$ cat src/rtl/multicycle_processor_param.sv
// Parametrised multicycle core: external 1-cycle ROM, single internal bus, 8-opcode ISA.
// Register file, A/G operand latches, PC and IR; FSM walks FETCH/DECODE/EX1..EX3 or parks in HALT.
module multicycle_processor_param #(
    parameter int  DATA_WIDTH = 16,
    parameter int  NUM_REGS   = 8,
    parameter int  ADDR_WIDTH = 8,
    localparam int REG_BITS   = $clog2(NUM_REGS)
) (
    input  logic                  clock,
    input  logic                  reset,
    input  logic                  run,
    input  logic [DATA_WIDTH-1:0] instr_data,
    output logic [ADDR_WIDTH-1:0] pc_addr,
    input  logic [REG_BITS-1:0]   reg_sel,
    output logic [DATA_WIDTH-1:0] reg_out,
    output logic [DATA_WIDTH-1:0] bus,
    output logic [2:0]            state,
    output logic                  done,
    output logic                  halted,
    output logic                  zero
);
    typedef enum logic [2:0] {
        FETCH = 3'd0, DECODE = 3'd1, EX1 = 3'd2, EX2 = 3'd3, EX3 = 3'd4, HALT = 3'd5
    } state_t;

    typedef enum logic [2:0] {
        OP_MV = 3'd0, OP_MVI = 3'd1, OP_ADD = 3'd2, OP_SUB = 3'd3,
        OP_XOR = 3'd4, OP_AND = 3'd5, OP_JNZ = 3'd6, OP_HALT = 3'd7
    } op_t;

    // Only the opcode and register fields are kept; the low instruction bits are don't-care.
    typedef struct packed {
        op_t                op;
        logic [REG_BITS-1:0] rx;
        logic [REG_BITS-1:0] ry;
    } dec_t;

    localparam int DEC_W = $bits(dec_t);

    state_t                               cur, nxt;
    dec_t                                 ir;
    logic [NUM_REGS-1:0][DATA_WIDTH-1:0]  rf;
    logic [DATA_WIDTH-1:0]                a, g, alu;
    logic [ADDR_WIDTH-1:0]                pc;
    logic                                 rf_we, a_ld, g_ld, z_ld, ir_ld, pc_inc, pc_ld;
    op_t                                  fetched_op;

    assign fetched_op = op_t'(instr_data[DATA_WIDTH-1 -: 3]);
    assign pc_addr    = pc;
    assign reg_out    = rf[reg_sel];
    assign state      = cur;
    assign halted     = (cur == HALT);

    always_comb begin
        alu = '0;
        case (ir.op)
            OP_ADD:  alu = a + rf[ir.ry];
            OP_SUB:  alu = a - rf[ir.ry];
            OP_XOR:  alu = a ^ rf[ir.ry];
            OP_AND:  alu = a & rf[ir.ry];
            default: alu = '0;
        endcase
    end

    always_ff @(posedge clock) begin
        if (reset) cur <= FETCH;
        else       cur <= nxt;
    end

    // Every register-file and A write is sourced from the bus, so bus drive and write enable go together.
    always_comb begin
        nxt    = cur;
        bus    = '0;
        done   = 1'b0;
        rf_we  = 1'b0;
        a_ld   = 1'b0;
        g_ld   = 1'b0;
        z_ld   = 1'b0;
        ir_ld  = 1'b0;
        pc_inc = 1'b0;
        pc_ld  = 1'b0;
        case (cur)
            FETCH: begin
                if (run) begin
                    pc_inc = 1'b1;
                    nxt    = DECODE;
                end
            end
            DECODE: begin
                ir_ld = 1'b1;
                nxt   = (fetched_op == OP_HALT) ? HALT : EX1;
            end
            EX1: begin
                case (ir.op)
                    OP_MV: begin
                        bus   = rf[ir.ry];
                        rf_we = 1'b1;
                        done  = 1'b1;
                        nxt   = FETCH;
                    end
                    OP_MVI, OP_JNZ: begin
                        pc_inc = 1'b1;
                        nxt    = EX2;
                    end
                    default: begin
                        bus  = rf[ir.rx];
                        a_ld = 1'b1;
                        nxt  = EX2;
                    end
                endcase
            end
            EX2: begin
                case (ir.op)
                    OP_MVI: begin
                        bus   = instr_data;
                        rf_we = 1'b1;
                        done  = 1'b1;
                        nxt   = FETCH;
                    end
                    OP_JNZ: begin
                        pc_ld = (rf[ir.rx] != '0);
                        done  = 1'b1;
                        nxt   = FETCH;
                    end
                    default: begin
                        g_ld = 1'b1;
                        nxt  = EX3;
                    end
                endcase
            end
            EX3: begin
                bus   = g;
                rf_we = 1'b1;
                z_ld  = 1'b1;
                done  = 1'b1;
                nxt   = FETCH;
            end
            HALT:    nxt = HALT;
            default: nxt = FETCH;
        endcase
    end

    always_ff @(posedge clock) begin
        if (reset) begin
            rf   <= '0;
            a    <= '0;
            g    <= '0;
            ir   <= '0;
            pc   <= '0;
            zero <= 1'b0;
        end else begin
            if (rf_we) rf[ir.rx] <= bus;
            if (a_ld)  a <= bus;
            if (g_ld)  g <= alu;
            if (z_ld)  zero <= (g == '0);
            if (ir_ld) ir <= dec_t'(instr_data[DATA_WIDTH-1 -: DEC_W]);
            if (pc_ld)       pc <= instr_data[ADDR_WIDTH-1:0];
            else if (pc_inc) pc <= pc + ADDR_WIDTH'(1);
        end
    end

endmodule

$ cat config.mk
export PLATFORM = sky130hd
export DESIGN_NAME = multicycle_processor_param
export DESIGN_NICKNAME = d
export VERILOG_FILES = /design/src/rtl/multicycle_processor_param.sv
export SDC_FILE = /design/constraint.sdc
export NUM_CORES = 1
export LEC_CHECK = 0
export CAP_MARGIN = 5
export CORE_UTILIZATION = 30
export CTS_CLUSTER_DIAMETER = 40
export CTS_CLUSTER_SIZE = 25
export DETAILED_ROUTE_END_ITERATION = 8
export GPL_TIMING_DRIVEN = 0
export HOLD_SLACK_MARGIN = 0.15
export PLACE_DENSITY = 0.44
export SKIP_LAST_GASP = 1
export SYNTH_ARGS = -nofsm -noshare
export SYNTH_HDL_FRONTEND = slang
export SYNTH_SLANG_ARGS = --single-unit
$ cat constraint.sdc
create_clock -name clock -period 3.7 [get_ports clock]
set_input_delay 0.74 -clock clock [delete_from_list [all_inputs] [get_ports clock]]
set_output_delay 0.74 -clock clock [all_outputs]
set_load 0.005 [all_outputs]
**Yosys cells after proc, flatten, opt, wreduce, memory -nomap -nowiden**

Cells that the tools add are included.

- Register bits after elaboration: 181
- Logic and storage cells: 81
- Output and inout port bits: 46

- Eq/ne operators: 13
- Reductions and logical operators: 8
- Muxes and demuxes: 35
- Order comparisons: 4
- Add/sub/neg operators: 3
- Bitwise gates (word level): 2

Operators by type and width:

| operator | count |
|---|---|
| $bmux 16 s3 | 3 |
| $bwmux 128 | 1 |
| $mux 16 | 5 |
| $pmux 16 s4 | 1 |
| $demux 16 s3 | 1 |
| $pmux 16 s3 | 1 |
| $pmux 16 s2 | 1 |
| $eq 3x3->1 const B | 6 |
| $add 16x16->16 | 1 |
| $and 16x16->16 | 1 |
| $logic_not 16->1 | 1 |
| $mux 8 | 2 |
| $reduce_bool 16->1 | 1 |
| $sub 16x16->16 | 1 |
| $xor 16x16->16 | 1 |
| $pmux 3 s5 | 1 |
| $eq 3x2->1 const B | 4 |
| $lt 3x4->1 const B | 3 |
| $mux 1 | 12 |
| $mux 3 | 3 |
| $add 8x1->8 const B | 1 |
| $eq 3x1->1 const B | 2 |
| $logic_not 3->1 | 2 |
| $pmux 1 s3 | 2 |
| other kinds (8) | 8 |

**Longest topological paths before layout**

- Depth after elaboration: 6
- Depth in mapped cells: 18

**Least setup slack after synthesis**

No wires, ideal clock.

- Path kind: reg-to-reg
- Start point: register ir[0] (netlist bit)
- End point: register g[15]
- Setup time: 0.082 ns
- Stages on the path, launching flop included: 17
- Buffers on the path: 2
- Slack: -0.063 ns
- Data arrival time: 3.680 ns
- Path through: dfxtp_1 buf_2 buf_2 mux4_2 mux2i_1 ha_1 nand3_1 o21ai_0 xnor2_1 ha_1 a211o_1 o31ai_1 a31oi_1 o41ai_1 o21ai_0 nand2b_1 o221ai_1

- Word-level cells in the longest chain between the ends: 4
- Elaborated cells between the ends (all ways): 7
- Those cells by class: 2 x add/sub; 3 x mux; 2 x bitwise

Ends and longest elaborated chain:

| item | line | RTL |
|---|---|---|
| start, declared | 41 | `dec_t ir;` |
| start signal, assigned | 156 | `if (ir_ld) ir <= dec_t'(instr_data[DATA_WIDTH-1 -: DEC_W]);` |
| $bmux 16 s3 * | -- |  |
| $mux 16 (not written as such) * | -- |  |
| $sub 16x16->16 (tied with other cells) | 58 | `OP_SUB: alu = a - rf[ir.ry];` |
| $pmux 16 s4 * | 56 | `case (ir.op)` |
| end signal, assigned | 154 | `if (g_ld) g <= alu;` |
| end, declared | 43 | `logic [DATA_WIDTH-1:0] a, g, alu;` |

Every way passes the cells marked *; elsewhere a longest branch is shown, timed or not. The select of a mux whose other input is x is not followed.
A chain may end at the register's enable or synchronous reset.

**Final worst setup path**

- Start point: register ir[0] (netlist bit)
- End point: register g[14]

The elaborated chain is that of the path after synthesis.

==> results.json <==
{
  "status": "finished, violations left",
  "violations": "negative setup slack",
  "synth_largest_area_cell": "dfxtp_1",
  "wirelength_mm": 47.8,
  "fin_crit_sh": 1.01,
  "fin_crit_ns": 3.75,
  "wl_per_cell_um": 25.1,
  "viasPerCell": 5.58,
  "io_pins": 68,
  "syn_avg_cell_area_um2": 9.29,
  "grt_max_degree": 18,
  "finalMaxSlewViolations": 0,
  "critical_path.max_fanout": 7,
  "hpwl_mm": 35.8,
  "startpoint": "ir[0]",
  "min_path_type": "reg -> reg",
  "worst-path-buf-inv": 4,
  "coreArea_um2": 37700,
  "drt_iter0_drc": 906,
  "place.gp.congestion": 0.949,
  "dieWidth_um": 198,
  "fin_area_um2": 14800,
  "yosysSeqAreaShare": 0.316,
  "diodes": 0,
  "grt_pass1_vias": 10400,
  "via_count": 10700,
  "hold_violations": 0,
  "yosysWarnings": 0,
  "yosysTopAreaCellShare": 0.316,
  "crit_path_end_kind": "flip-flop",
  "grt_first_pass_wirelength_mm": 71.0,
  "clk_latency_ns": 0.46,
  "grt.overflow.total": 0,
  "worst_slack_ns": -0.0514,
  "rsz0062_at_grt": "yes",
  "drive_above_1_share": 0.259,
  "nNetsFinal": 1441,
  "cts_tree": "done",
  "crit_chain": "buf_12 > mux4_2 > mux2i_4 > buf_6 > buf_4 > inv_1 > ha_1 > fa_1 > nor2b_1 > o21a_1 > o21ai_4 > a211oi_2 > nor2_2 > a21oi_2 > nor2_1 > o31a_1",
  "crit_arrival_ns": 4.10,
  "cts_max_path_buffers": 2,
  "synth_edf_count": 0,
  "io_buffers": 63,
  "p_per_area_nw_per_um2": 390,
  "ctsHoldBuffers": 0,
  "crit_end": "g[14]",
  "reg2reg_depth": 16,
  "dp.cells": 1809,
  "slowest_delay_ns": 0.56,
  "holdPathStages": 2,
  "synthTopCellsByArea": "dfxtp_1, mux4_2, a211oi_1",
  "synthesis.area_um2": 11500,
  "track_usage": 0.251,
  "path_depth": 16,
  "ant_nets": 0,
  "drc": 0,
  "crit_required_ns": 4.04,
  "num-fill-cells": 3876,
  "syn2layout_area_growth_pct": 28.8,
  "timing.slew.headroom": 0.242,
  "stdcell_count": 1908,
  "synthDistinctLibCells": 70,
  "synth_most_common_cell": "nor2_1",
  "dpl_cell_area_um2": 12700,
  "antenna_found_initial": 1,
  "start_util": 0.304,
  "regArea_um2": 3640,
  "rrSetupSlack_ns": -0.05,
  "cts_buffers": 17,
  "ys_ff_latch": 181,
  "die_y_um": 198,
  "synth_fp_nets": 1292,
  "crit_family": "compound AO/OA/AOI/OAI gates",
  "clock_skew_ns": 0.0176,
  "clk_pin_slew_worst_paths_ns": 0.08,
  "htreeDepth": 4,
  "async_flop_share": 0,
  "r2r_end": "g[14]",
  "dieArea_um2": 39000,
  "worstSetupPathType": "reg -> reg",
  "start_kind": "flip-flop",
  "synth_commonest_cells": "nor2_1, dfxtp_1, a211oi_1",
  "cap_violations": 0,
  "rows": 71,
  "total_power_w": 0.00576,
  "crit_path_top_delay_cell": "mux4_2",
  "clock-sinks": 181,
  "dr.pass1.iters": 5,
  "peakVddDrop_uv": 314,
  "ys.flop_type": "dfxtp_1",
  "syn-instance-count": 1235,
  "setup_viol": 5,
  "max_freq_mhz": 267,
  "cts_root_buf": "clkbuf_16",
  "p_leak_nw": 5.14,
  "multi_input_area_um2": 7850,
  "tightestPinTransition_ns": 1.13,
  "r2r-start": "ir[0]"
}
==> power by group <==
group | switching (W) | internal [W] | leakage (nW) | total (W)
Sequential | 0.0000520 | 0.00199 | 1.46 | 0.00204
Combinational | 0.000999 | 0.000877 | 3.39 | 0.00188
Clock | 0.000930 | 0.000918 | 0.282 | 0.00185
==> flip-flops by register name (all words and copies together), names as in the netlist <==
signal and flops:
pc_addr 8, g 16, rf 128, ir 9, a 16, state 3, zero 1
==> cells by family after synthesis <==
kind of cell    count (synthesis)  share of synthesized area
compound gates                308                      0.190
xor+xnor                       24                     0.0183
fa+ha+maj                      35                     0.0388
buf+inv                       155                     0.0596
flops                         181                      0.316
mux                           163                      0.233
simple gates                  369                      0.144
==> routing by layer <==
layer,vias up,track usage,share of wire
met1,5275,0.338,0.45
met5,-,0,0
met3,47,0.0447,0.059
li1,4944,-,-
met2,390,0.407,0.47
met4,0,0.0744,0.023
==> metrics by stage <==
step	hold slack, ns	utilization	worst slack (ns)	setup TNS [ns]
after floorplan	0.449	-	0.0458	0
after global placement	0.464	0.338	-1.21	-30.43
after detailed placement	0.476	0.338	-1.22	-30.48
after CTS	0.485	0.383	-0.106	-0.931
after global routing	0.527	0.392	-0.203	-1.63
final	0.480	0.392	-0.0514	-0.162
==> worst min path at each step <==
stage          startpoint  slack [ns]   end
5_1_grt              zero        0.53  zero
6_report             zero        0.48  zero
2_1_floorplan        g[9]        0.45  g[9]
3_3_place_gp         zero        0.46  zero
3_5_place_dp         zero        0.48  zero
4_1_cts              zero        0.49  zero
==> cell type report <==
cell class                      count  share of cell area
Buffer                             99              0.0441
Clock buffer                       19              0.0307
Clock inverter                     13             0.00771
Inverter                           53              0.0139
Multi-Input combinational cell    899               0.532
Sequential cell                   181               0.246
Tap cell                          511              0.0433
Timing Repair Buffer              133              0.0824
==> layout by cell type, fill, tap and decap left out, types with 8 or more instances in the layout <==
| cell | netlist | layout |
|---|---|---|
| dfxtp_1 | 181 | 175 |
| buf_12 | 0 | 9 |
| a31oi_1 | 13 | 10 |
| o21ai_0 | 36 | 16 |
| nor3_1 | 22 | 18 |
| ha_1 | 34 | 32 |
| buf_6 | 5 | 10 |
| a21oi_1 | 40 | 36 |
| o21ai_1 | 0 | 9 |
| clkbuf_16 | 0 | 17 |
| mux4_2 | 70 | 71 |
| nand2b_1 | 8 | 8 |
| nand3_1 | 15 | 13 |
| a22oi_2 | 0 | 10 |
| clkbuf_4 | 0 | 9 |
| o21ai_2 | 0 | 9 |
| nor2_4 | 0 | 15 |
| inv_1 | 52 | 50 |
| xnor2_1 | 23 | 23 |
| a22oi_1 | 20 | 10 |
| nand2_1 | 28 | 25 |
| nor2_2 | 1 | 11 |
| buf_4 | 7 | 71 |
| clkdlybuf4s50_1 | 0 | 60 |
| mux2i_1 | 62 | 45 |
| clkbuf_1 | 70 | 55 |
| nor2_1 | 236 | 211 |
| mux2_2 | 21 | 20 |
| mux2i_4 | 0 | 13 |
| a211oi_1 | 138 | 135 |
==> worst register-to-register path: stages (launching register included) <==
cell	delay, ns
dfxtp_2	0.35
buf_12	0.14
mux4_2	0.57
mux2i_4	0.27
buf_6	0.14
buf_4	0.12
inv_1	0.06
ha_1	0.21
fa_1	0.40
nor2b_1	0.13
o21a_1	0.20
o21ai_4	0.11
a211oi_2	0.32
nor2_2	0.10
a21oi_2	0.18
nor2_1	0.07
o31a_1	0.27
==> what timing repair did <==
action                     CTS  global route
buffers inserted            47            22
setup endpoints to repair   55            36
gates resized for setup    194            67
pin swaps                   51            36
gates cloned                 1             0
(Power assumes the default switching activity.)
